--- config.mk ---
export PLATFORM = sky130hd
export DESIGN_NAME = snn_layer_tm
export DESIGN_NICKNAME = d
export VERILOG_FILES = /design/src/rtl/snn_layer_tm.sv
export SDC_FILE = /design/constraint.sdc
export NUM_CORES = 1
export LEC_CHECK = 0
export ABC_AREA = 1
export CAP_MARGIN = 20
export CORE_MARGIN = 4
export CORE_UTILIZATION = 64
export CTS_BUF_LIST = sky130_fd_sc_hd__clkbuf_8
export CTS_CLUSTER_SIZE = 16
export DETAILED_ROUTE_END_ITERATION = 8
export PLACE_DENSITY = 0.83
export SLEW_MARGIN = 20
export SYNTH_ARGS = -nofsm -noshare
export SYNTH_HDL_FRONTEND = slang
export SYNTH_SLANG_ARGS = --single-unit
--- constraint.sdc ---
create_clock -name clk -period 9.7 [get_ports clk]
set_input_delay 1.94 -clock clk [delete_from_list [all_inputs] [get_ports clk]]
set_output_delay 1.94 -clock clk [all_outputs]
set_load 0.01 [all_outputs]
--- src/rtl/snn_layer_tm.sv ---
// Time-multiplexed leaky integrate-and-fire layer: NIN spike inputs, NOUT neurons,
// one weight accumulated per cycle, with leak, threshold, refractory period and saturation.
module snn_layer_tm #(
    parameter int NIN    = 4,
    parameter int NOUT   = 2,
    parameter int WW     = 16,
    parameter int VW     = 20,
    parameter int REFRAC = 2,
    localparam int AW    = WW + $clog2(NIN) + 1,
    localparam int ADW   = (NIN * NOUT > 1) ? $clog2(NIN * NOUT) : 1
) (
    input  logic                 clk,
    input  logic                 rst,
    input  logic                 step_valid,
    output logic                 step_ready,
    input  logic [NIN-1:0]       in_spikes,
    input  logic                 w_we,
    input  logic [ADW-1:0]       w_addr,
    input  logic signed [WW-1:0] w_data,
    input  logic signed [VW-1:0] threshold,
    input  logic [3:0]           leak_shift,
    output logic                 out_valid,
    output logic [NOUT-1:0]      out_spikes
);
    localparam int NW = NIN * NOUT;
    localparam int IW = (NIN > 1) ? $clog2(NIN) : 1;
    localparam int JW = (NOUT > 1) ? $clog2(NOUT) : 1;
    localparam int RW = (REFRAC > 0) ? $clog2(REFRAC + 1) : 1;
    localparam int SW = VW + 2;
    localparam logic signed [SW-1:0] VMAX = $signed({3'b000, {(VW-1){1'b1}}});
    localparam logic signed [SW-1:0] VMIN = $signed({3'b111, {(VW-1){1'b0}}});

    typedef enum logic [1:0] {IDLE, ACCUM, UPDATE, DONE} state_e;

    state_e               state_q, state_d;
    logic [IW-1:0]        i_q, i_d;
    logic [JW-1:0]        j_q, j_d;
    logic signed [AW-1:0] acc_q, acc_d;
    logic [NIN-1:0]       spk_in_q, spk_in_d;
    logic signed [VW-1:0] thr_q, thr_d;
    logic [3:0]           ls_q, ls_d;
    logic [NOUT-1:0]      spk_q, spk_d;
    logic [NOUT-1:0]      out_spk_q, out_spk_d;
    logic signed [WW-1:0] w_q [NW];
    logic signed [VW-1:0] v_q [NOUT];
    logic signed [VW-1:0] v_d [NOUT];
    logic [RW-1:0]        refr_q [NOUT];
    logic [RW-1:0]        refr_d [NOUT];

    function automatic logic signed [VW-1:0] sat_vw(input logic signed [SW-1:0] x);
        if (x > VMAX) return VMAX[VW-1:0];
        if (x < VMIN) return VMIN[VW-1:0];
        return x[VW-1:0];
    endfunction

    // A shift of zero means no leak rather than leaking the whole potential.
    function automatic logic signed [VW-1:0] leak_of(input logic signed [VW-1:0] v,
                                                     input logic [3:0] sh);
        logic signed [VW-1:0] r;
        if (sh == 4'd0) r = '0;
        else            r = v >>> sh;
        return r;
    endfunction

    logic [ADW-1:0]       rd_addr;
    logic signed [WW-1:0] w_sel;
    logic signed [AW-1:0] w_ext;
    logic signed [SW-1:0] v_sum;
    logic signed [VW-1:0] v_new;
    logic                 fire;

    assign rd_addr = ADW'(i_q) * ADW'(NOUT) + ADW'(j_q);
    assign w_sel   = w_q[rd_addr];
    assign w_ext   = $signed({{(AW-WW){w_sel[WW-1]}}, w_sel});
    assign v_sum   = SW'(v_q[j_q]) - SW'(leak_of(v_q[j_q], ls_q)) + SW'(acc_q);
    assign v_new   = sat_vw(v_sum);
    assign fire    = (v_new >= thr_q);

    assign step_ready = (state_q == IDLE);
    assign out_valid  = (state_q == DONE);
    assign out_spikes = out_spk_q;

    always_comb begin
        state_d   = state_q;
        i_d       = i_q;
        j_d       = j_q;
        acc_d     = acc_q;
        spk_in_d  = spk_in_q;
        thr_d     = thr_q;
        ls_d      = ls_q;
        spk_d     = spk_q;
        out_spk_d = out_spk_q;
        v_d       = v_q;
        refr_d    = refr_q;
        case (state_q)
            IDLE: begin
                if (step_valid) begin
                    spk_in_d = in_spikes;
                    thr_d    = threshold;
                    ls_d     = leak_shift;
                    i_d      = '0;
                    j_d      = '0;
                    acc_d    = '0;
                    spk_d    = '0;
                    state_d  = ACCUM;
                end
            end
            ACCUM: begin
                if (spk_in_q[i_q]) acc_d = acc_q + w_ext;
                if (i_q == IW'(NIN - 1)) state_d = UPDATE;
                else                     i_d = i_q + IW'(1);
            end
            UPDATE: begin
                if (refr_q[j_q] != '0) begin
                    v_d[j_q]    = '0;
                    refr_d[j_q] = refr_q[j_q] - RW'(1);
                    spk_d[j_q]  = 1'b0;
                end else if (fire) begin
                    v_d[j_q]    = '0;
                    refr_d[j_q] = RW'(REFRAC);
                    spk_d[j_q]  = 1'b1;
                end else begin
                    v_d[j_q]    = v_new;
                end
                i_d   = '0;
                acc_d = '0;
                if (j_q == JW'(NOUT - 1)) begin
                    out_spk_d = spk_d;
                    state_d   = DONE;
                end else begin
                    j_d     = j_q + JW'(1);
                    state_d = ACCUM;
                end
            end
            default: state_d = IDLE;
        endcase
    end

    always_ff @(posedge clk) begin
        if (rst) begin
            state_q   <= IDLE;
            i_q       <= '0;
            j_q       <= '0;
            spk_q     <= '0;
            out_spk_q <= '0;
            for (int n = 0; n < NOUT; n++) begin
                v_q[n]    <= '0;
                refr_q[n] <= '0;
            end
        end else begin
            state_q   <= state_d;
            i_q       <= i_d;
            j_q       <= j_d;
            spk_q     <= spk_d;
            out_spk_q <= out_spk_d;
            v_q       <= v_d;
            refr_q    <= refr_d;
        end
    end

    // Step operands are only meaningful while a step is in flight, so they carry no reset.
    always_ff @(posedge clk) begin
        acc_q    <= acc_d;
        spk_in_q <= spk_in_d;
        thr_q    <= thr_d;
        ls_q     <= ls_d;
    end

    always_ff @(posedge clk) begin
        if (rst) begin
            for (int n = 0; n < NW; n++) w_q[n] <= '0;
        end else if (w_we && (int'(w_addr) < NW)) begin
            w_q[w_addr] <= w_data;
        end
    end
endmodule
==> results.yml <==
status:
  status: "complete, no violations"
floorplanning:
  die_area_sq_um: 25310
  core-area_sq_um: 22570
  core.rowCount: 55
  start_util: 0.6472
  pin_count: 55
  die_height_um: 159.1
  die_w_um: 159.1
power:
  switching_share: 0.5263
  power_frac_seq: 0.218
  p_sw_mw: 2.913
  internal_power_mw: 2.622
  combinationalPowerShare: 0.632
  p_per_area_nw_per_um2: 346.7
  power_frac_clock: 0.150
  p_leak_nw: 7.272
  ir_worst_vdd_mv: 0.2762
  power_mw: 5.535
yosys:
  ys_types: 48
  synth_edf_count: 175
  netlist_area_sq_um: 14610
  synth.most_common_cell: "nand2_1"
  synth_commonest_cells: "nand2_1 (489), nor2_1 (330), inv_1 (216)"
  ys.flop_type: "edfxtp_1"
  netlist_instances: 1917
  yosysWarnings: 0
  synth.area.top_cells: "edfxtp_1 (36%), nand2_1 (13%), nor2_1 (8.5%), dfxtp_1 (7.3%), o21ai_0 (6.0%)"
  async_flop_share: 0
  syn-num-nets: 2051
  synth_seq_area_share: 0.4323
  syn_area_per_cell_sq_um: 7.621
  yosysTopAreaCellShare: 0.3597
  synth_top_area_cell: "edfxtp_1"
  ys_ff_latch: 228
sta:
  hold_viol_final: 0
  slew_violations: 0
  period_share: 0.8020
  tns_ns: 0
  fin_skew_ns: 0.02417
  setup_viol: 0
  min_period_ns: 7.780
  rsz0062_at_grt: "no"
  timing.fmax_ghz: 0.1285
  tightest_slew_ns: 1.129
  relSlewSlack: 0.2464
worst_setup_path:
  timing.critical_path.mode_cell: "nand2_1"
  crit_type: "flop to flop"
  r2r_slack_ns: 1.92
  slowest_delay_ns: 0.71
  crit_buf_inv: 6
  crit_arrival_ns: 8.22
  critical_path_depth: 39
  slowest_stage: "dfxtp_4"
  critical_path.endpoint_type: "flop"
  crit_family: "simple AND/OR/NAND/NOR gates"
  critPathMaxFanout: 69
  cp.required_ns: 10.14
  startpoint_type: "flop"
  r2r_cells: 39
detailed_routing:
  vias: 13160
  via_per_inst: 5.828
  drc: 0
  dr.first_iter.drc_count: 1301
  routedWlPerCell_um: 18.35
  dr.pass1.iters: 7
  totalWireLength_mm: 41.43
  ant_nets: 0
clock_network:
  clk_pin_slew_worst_paths_ns: 0.06
  clkSinkCount: 228
  worstSkewPairLatency_ns: 0.56
  postCtsHoldBufs: 0
  post_cts_buffers: 0
  cts_root_buffer: "clkbuf_8"
  clockBufferDepth: 3
  numCtsBuffers: 39
  cts_resized: 0
  cts_max_level: 2
  cts_tree: "built"
min_path:
  hold_path_depth: 2
  hp-class: "flop to flop"
cells_and_area:
  layout.nets: 2080
  multi_input_area_sq_um: 7077
  syn_to_final_growth_pct: 9.284
  nFillCells: 1804
  seqCellArea_sq_um: 6320
  n_antenna_cell: 0
  drive_above_1_share: 0.05727
  fin_area_sq_um: 15970
placed_design:
  finalWeightedCongestion: 1.060
  numPortBuffers: 54
  place_area_sq_um: 15220
  post-dp-hpwl_mm: 29.52
global_routing:
  antenna_found_initial: 0
  first_global_vias: 12680
  grt_pass1_wl_mm: 65.45
  track_usage: 0.3217
  grt_max_degree: 70
  grt_overflow_total: 0
job:
  max-cap-violations: 0
worst min-delay path: cells and delay by family (launching register included):
| family | cells | cell delay (ns) |
|---|---|---|
| AOI/OAI and AO/OA | 1 | 0.05 |
| buffers and inverters | 1 | 0.05 |
| DFF | 1 | 0.31 |
area by class of cell:
type                       instances  share of cell area
clock buffer                      40             0.03448
multi-input combinational       1386              0.4433
sequential                       228              0.3958
timing repair buffer              66             0.04075
clock inverter                    28             0.01042
tap                              285             0.02234
inverter                         225             0.05290
metal layers:
layer	global-route usage	routed length, um	up-vias
met1	0.3972	15810	6060
met5	0	0	-
met4	0.1728	2372	0
met3	0.04375	3141	132
li1	-	-	6329
met2	0.5511	20100	638
cell usage in the layout, fill, tap and decap left out, types with 28 or more instances in the layout:
master,synthesis,layout
edfxtp_1,175,175
ha_1,62,62
o21ai_0,176,176
inv_1,216,230
nand3_1,28,28
nor2_1,330,330
a21oi_1,131,131
nand2_1,489,489
clkbuf_8,0,40
dfxtp_1,53,52
clkdlybuf4s50_1,0,54
metrics by stage:
| stage | instances | util | setup WS (ns) | hold WS [ns] |
|---|---|---|---|---|
| 2_1_floorplan | 1917 | - | 4.423 | 0.4205 |
| 3_3_place_gp | 2189 | 0.6743 | 2.211 | 0.4351 |
| 3_5_place_dp | 2189 | 0.6743 | 2.109 | 0.4503 |
| 4_1_cts | 2257 | 0.7061 | 2.088 | 0.4579 |
| 5_1_grt | 2258 | 0.7073 | 1.183 | 0.4779 |
| 6_report | 2258 | 0.7073 | 1.920 | 0.4585 |
power by group through the flow:
stage | combinational [mW] | clock, mW | sequential, mW
3_5_place_dp | 3.40 | 0 | 1.23
6_report | 3.50 | 0.830 | 1.21
2_1_floorplan | 2.62 | 0 | 1.20
4_1_cts | 3.43 | 0.829 | 1.21
5_1_grt | 3.89 | 0.886 | 1.22
3_3_place_gp | 3.34 | 0 | 1.22
final timing paths:
path / start / endpoint
worst max-delay path: j_q / v_q[27]
worst min-delay path: refr_q[3] / refr_q[3]
worst max register to register: j_q / v_q[27]
worst min register to register: refr_q[3] / refr_q[3]
registers in the layout, indices dropped and copies added (netlist names):
register and flops:
spk_in_q 4, i_q 2, state_q 2, j_q 1, out_spikes 2, w_q 128, v_q 40, refr_q 4
thr_q 20, ls_q 4, spk_q 2, acc_q 19
cells by family after synthesis:
| family | count (synthesis) | share of synthesized area |
|---|---|---|
| muxes | 8 | 0.005482 |
| AOI/OAI and AO/OA | 372 | 0.1354 |
| xor gates and xnor gates | 15 | 0.008992 |
| buffers and inverters | 303 | 0.08325 |
| adders and majority gates | 83 | 0.08188 |
| DFF | 228 | 0.4323 |
| and+or+nand+nor | 908 | 0.2527 |
(Power assumes the default switching activity.)
==> edit 1, RTL diff (same flow settings) <==
Reset style: asynchronous (`rst`), changed in 2 clocked blocks.
--- a/src/rtl/snn_layer_tm.sv
+++ b/src/rtl/snn_layer_tm.sv
@@ -137,5 +137,5 @@
     end
 
-    always_ff @(posedge clk) begin
+    always_ff @(posedge clk or posedge rst) begin
         if (rst) begin
             state_q   <= IDLE;
@@ -167,5 +167,5 @@
     end
 
-    always_ff @(posedge clk) begin
+    always_ff @(posedge clk or posedge rst) begin
         if (rst) begin
             for (int n = 0; n < NW; n++) w_q[n] <= '0;
Function: differs if rst is asserted again (counterexample within 4 cycles, from zero or initial values and one cycle with rst high); with rst held inactive, the same outputs for 4 cycles.
==> edit 1 against the unedited design <==
  * Area after synthesis is 2.0% higher
  * Clock skew is 0.0047 ns lower
  * Synthesized cell count is 5.4% higher
  * Critical path depth stayed put
  * Routed wire length is 3.2% lower
  * Highest routed layer unchanged
  * Via count is 3.7% higher
  * Core utilization is 0.86 points higher
  * Sequential cell count stayed put
  * Worst setup slack worse by 0.48 ns
  * Final area is 2.1% higher
  * Largest cell class unchanged
Power is left out: the tool's default activity adds up to more than one toggle a clock period on the data nets, which glitch-free logic cannot reach.
==> edit 1: results (changes against the unedited design) <==
XOR/XNOR share of the synthesized area 0.940% (+0.041 points); total track usage 31.1% (-1.1 points); Fin Hold WS 0.481 ns (+0.0221 ns); Hold EP w_q[97]; r2r endpoint v_q[37]; top flop regs w_q (128), v_q (40), thr_q (20); largest net degree at the start of global routing 70 (unchanged); met3 wire length 2890 microns (-8.1%); final wirelength 40100 microns (-3.2%); CP max stage delay 0.74 ns (+0.03 ns); origin of the critical flop-to-flop path j_q; met2 wire length 19300 microns (-4.1%); top post-synthesis cells by area dfrtp_1 (30%), nand2_1 (16%), edfxtp_1 (9.5%); Synth Area in Adders 8.03% (-0.16 points); cell taking the most area after synthesis dfrtp_1; Worst Path Arrival 8.69 ns (+0.47 ns); Synth top cells by count nand2_1 (617), o21ai_0 (261), inv_1 (231); maximum number of buffers from clock root to sink 3 (unchanged); Yosys cell types 55 (+15%); Placed Instances 2312 (+5.6%); placed inst area 15500 sq um (+2.0%); nets 2174 (+4.5%); outcome finished, final reports clean; first-pass GRT wire length 65800 microns (+0.59%); GR Util met2 52.1% (-3.0 points); vias in the first global route 13300 (+5.3%); CP max-delay cell dfrtp_4; H-tree levels 2 (unchanged); clk slew on worst S/H paths 0.06 ns (about the same); Compound-Gate Fraction of Synth Area 16.5% (+3.0 points); layout cells sized above 1 7.64% (+1.9 points); Slew @ Worst Pin 1.02 ns (-0.108 ns); met3 usage 4.95% (+0.58 points); DRT iter0 DRCs 1686 (+30%); Post-DP HPWL 28100 microns (-4.9%); drt pass-1 iters 6 (-1); clock root buffer clkbuf_8; Via density 5.73 (-1.7%); uppermost layer routed met4; Hold Crit Start w_q[97]; sequential area share after synthesis 39.9% (-3.4 points); post-synthesis async set-or-reset flop share 79.4% (+79 points); mux contribution to synthesized area 0.202% (-0.35 points); Buffers on Ports 54 (unchanged); Post-CTS Setup Repair Bufs 0 (unchanged); CTS resizes 0 (unchanged); Fin Clk Skew 0.0194 ns (-0.00474 ns); routed vias 13700 (+3.7%); GP Congestion 0.956 (-9.8%); Post-synth EDFFs 47 (-73%); GR Util met1 39.3% (-0.42 points); Syn Inst Count 2020 (+5.4%); pre-CTS WS 1.68 ns (-0.429 ns); worst-path fanout max 64 (-7.2%); Met1 Routed Length 15900 microns (+0.58%); Worst R2R Setup Slack 1.44 ns (-0.48 ns); antenna violations before repair 0 (unchanged)
edit 1: worst max-delay path by stage:
stage          from  slack [ns]  depth (start not counted)       to
3_3_place_gp    j_q        1.75                         40  v_q[22]
4_1_cts         j_q        1.63                         39  v_q[22]
5_1_grt         j_q        0.67                         39  v_q[22]
6_report        j_q        1.44                         39  v_q[37]
2_1_floorplan   rst        2.84                          1   i_q[0]
3_5_place_dp    j_q        1.68                         39  v_q[37]
edit 1: critical path: cells and delay by family, from the launching register on:
kind / cells / cell delay [ns]
muxes: 2 / 0.44
DFF: 1 / 0.74
adders and majority gates: 3 / 0.97
and+or+nand+nor: 21 / 3.61
AOI/OAI and AO/OA: 7 / 0.96
buffers and inverters: 6 / 1.37
edit 1: area by class of cell:
| cell class | instances | area [sq um] |
|---|---|---|
| multi-input combinational | 1466 | 7650 |
| fill | 1819 | 6470 |
| sequential | 228 | 5940 |
| inverter | 238 | 898 |
| clock buffer | 47 | 647 |
| timing repair buffer | 67 | 646 |
| tap | 313 | 392 |
| clock inverter | 23 | 126 |
==> edit 2, RTL diff (same settings) <==
Without the edit above. The parameter `WW` goes from 16 to 17.
--- a/src/rtl/snn_layer_tm.sv
+++ b/src/rtl/snn_layer_tm.sv
@@ -4,5 +4,5 @@
     parameter int NIN    = 4,
     parameter int NOUT   = 2,
-    parameter int WW     = 16,
+    parameter int WW     = 17,
     parameter int VW     = 20,
     parameter int REFRAC = 2,
Ports: changed (resized w_data); port bits go from 55 to 56. No check against the original RTL was run, so the function may have changed too.
==> edit 2 against the unedited design <==
  * Final area rose by 2.5%
  * Sequential cell count rose by 9
  * Largest cell class unchanged
  * Routed wire length fell by 4.2%
  * Hold slack got worse by 0.0054 ns
  * First-iteration DRC count rose by 6.7%
  * Total power rose by 2.1%
  * Area after synthesis rose by 2.6%
  * Combinational power rose by 3%
  * Worst setup slack improved by 0.48 ns
==> edit 2: results (changes against the unedited design) <==
top post-synthesis cells by area edfxtp_1 (37%), nand2_1 (11%), nor2_1 (8.9%); first-pass GRT wire length 63200 microns (-3.4%); routed vias 13000 (-1.4%); total track usage 30.4% (-1.8 points); Yosys cell types 47 (-2.1%); Synth top cells by count nand2_1 (424), nor2_1 (357), inv_1 (228); CP max-delay cell o21ai_0; post-synthesis async set-or-reset flop share 0% (unchanged); nets 2087 (+0.34%); maximum number of buffers from clock root to sink 3 (unchanged); Leakage 7.33 nW (+0.75%); largest net degree at the start of global routing 80 (+14%); Post-synth EDFFs 184 (+5.1%); Post-DP HPWL 27800 microns (-5.9%); CP delay by family, top simple AND/OR/NAND/NOR gates; worst-path fanout max 55 (-20%); VDD IR-drop max 0.253 mV (-8.5%); layout cells sized above 1 7.88% (+2.2 points); Fin Clk Skew 0.0212 ns (-0.00301 ns); Routed WL per cell 17.3 microns (-5.7%); DRT iter0 DRCs 1388 (+6.7%); outcome finished, final reports clean; sequential area share after synthesis 43.9% (+0.70 points); drt pass-1 iters 5 (-2); top flop regs w_q (136), v_q (40); CP max stage delay 0.81 ns (+0.10 ns); FILL cells 1860 (+3.1%)
-- edit 2: changes by cell type after synthesis, sizes merged, moves of 9 or more --
cell and delta:
nand2 -45, nor2 +31, o21ai -20, clkbuf +17, buf -15, inv +11, edfxtp +9
-- edit 2: tightest hold or removal path: stages, from the launching register on --
cell and delay (ns):
dfxtp_1 0.31, inv_1 0.05, a21oi_1 0.05
-- edit 2: layout make-up --
type	instances	area, sq um	area share (%)
sequential	237	6590	40.3
clock buffer	41	564	3.45
tap	313	392	2.39
clock inverter	28	131	0.803
multi-input combinational	1368	7130	43.6
inverter	240	901	5.51
timing repair buffer	65	648	3.96
-- edit 2: stage by stage --
stage	hold WS [ns]	instance area, sq um	std cells	power [W]	worst slack, ns
floorplan	0.422	15000	1925	0.00396	4.51
global placement	0.432	15600	2221	0.00468	2.62
detailed placement	0.450	15700	2222	0.00476	2.55
CTS	0.458	16300	2291	0.00557	2.51
global route	0.478	16400	2292	0.00613	1.65
finish	0.453	16400	2292	0.00565	2.40
-- edit 2: power breakdown --
group	switching, W	internal (W)	leakage (nW)	total, W
registers	0.0000540	0.00120	2.21	0.00125
logic	0.00247	0.00112	4.70	0.00359
clock network	0.000411	0.000394	0.415	0.000805
total	0.00293	0.00272	7.33	0.00565
-- edit 2: cell families after synthesis --
family / synth area share (%)
adder cells (fa/ha/maj): 8.06
XOR/XNOR: 1.05
flip-flops: 43.9
multiplexers: 0.334
buffers and inverters: 8.50
AND/OR/NAND/NOR: 24.8
AO/OA/AOI/OAI: 13.3
-- edit 2: path summary, 6_finish.rpt --
| path | from | slack, ns | cells past startpoint | endpoint |
|---|---|---|---|---|
| worst min-delay path | refr_q[3] | 0.45 | 2 | refr_q[3] |
| worst min register to register | refr_q[3] | 0.45 | 2 | refr_q[3] |
| worst max-delay path | j_q | 2.40 | 36 | v_q[26] |
| worst max register to register | j_q | 2.40 | 36 | v_q[26] |
-- edit 2: routing by layer --
metal	part of all wire [%]	global-route usage, %
met5	0	0
met4	5.0	14.5
met1	39	38.8
met3	7.4	4.21
met2	48	51.4
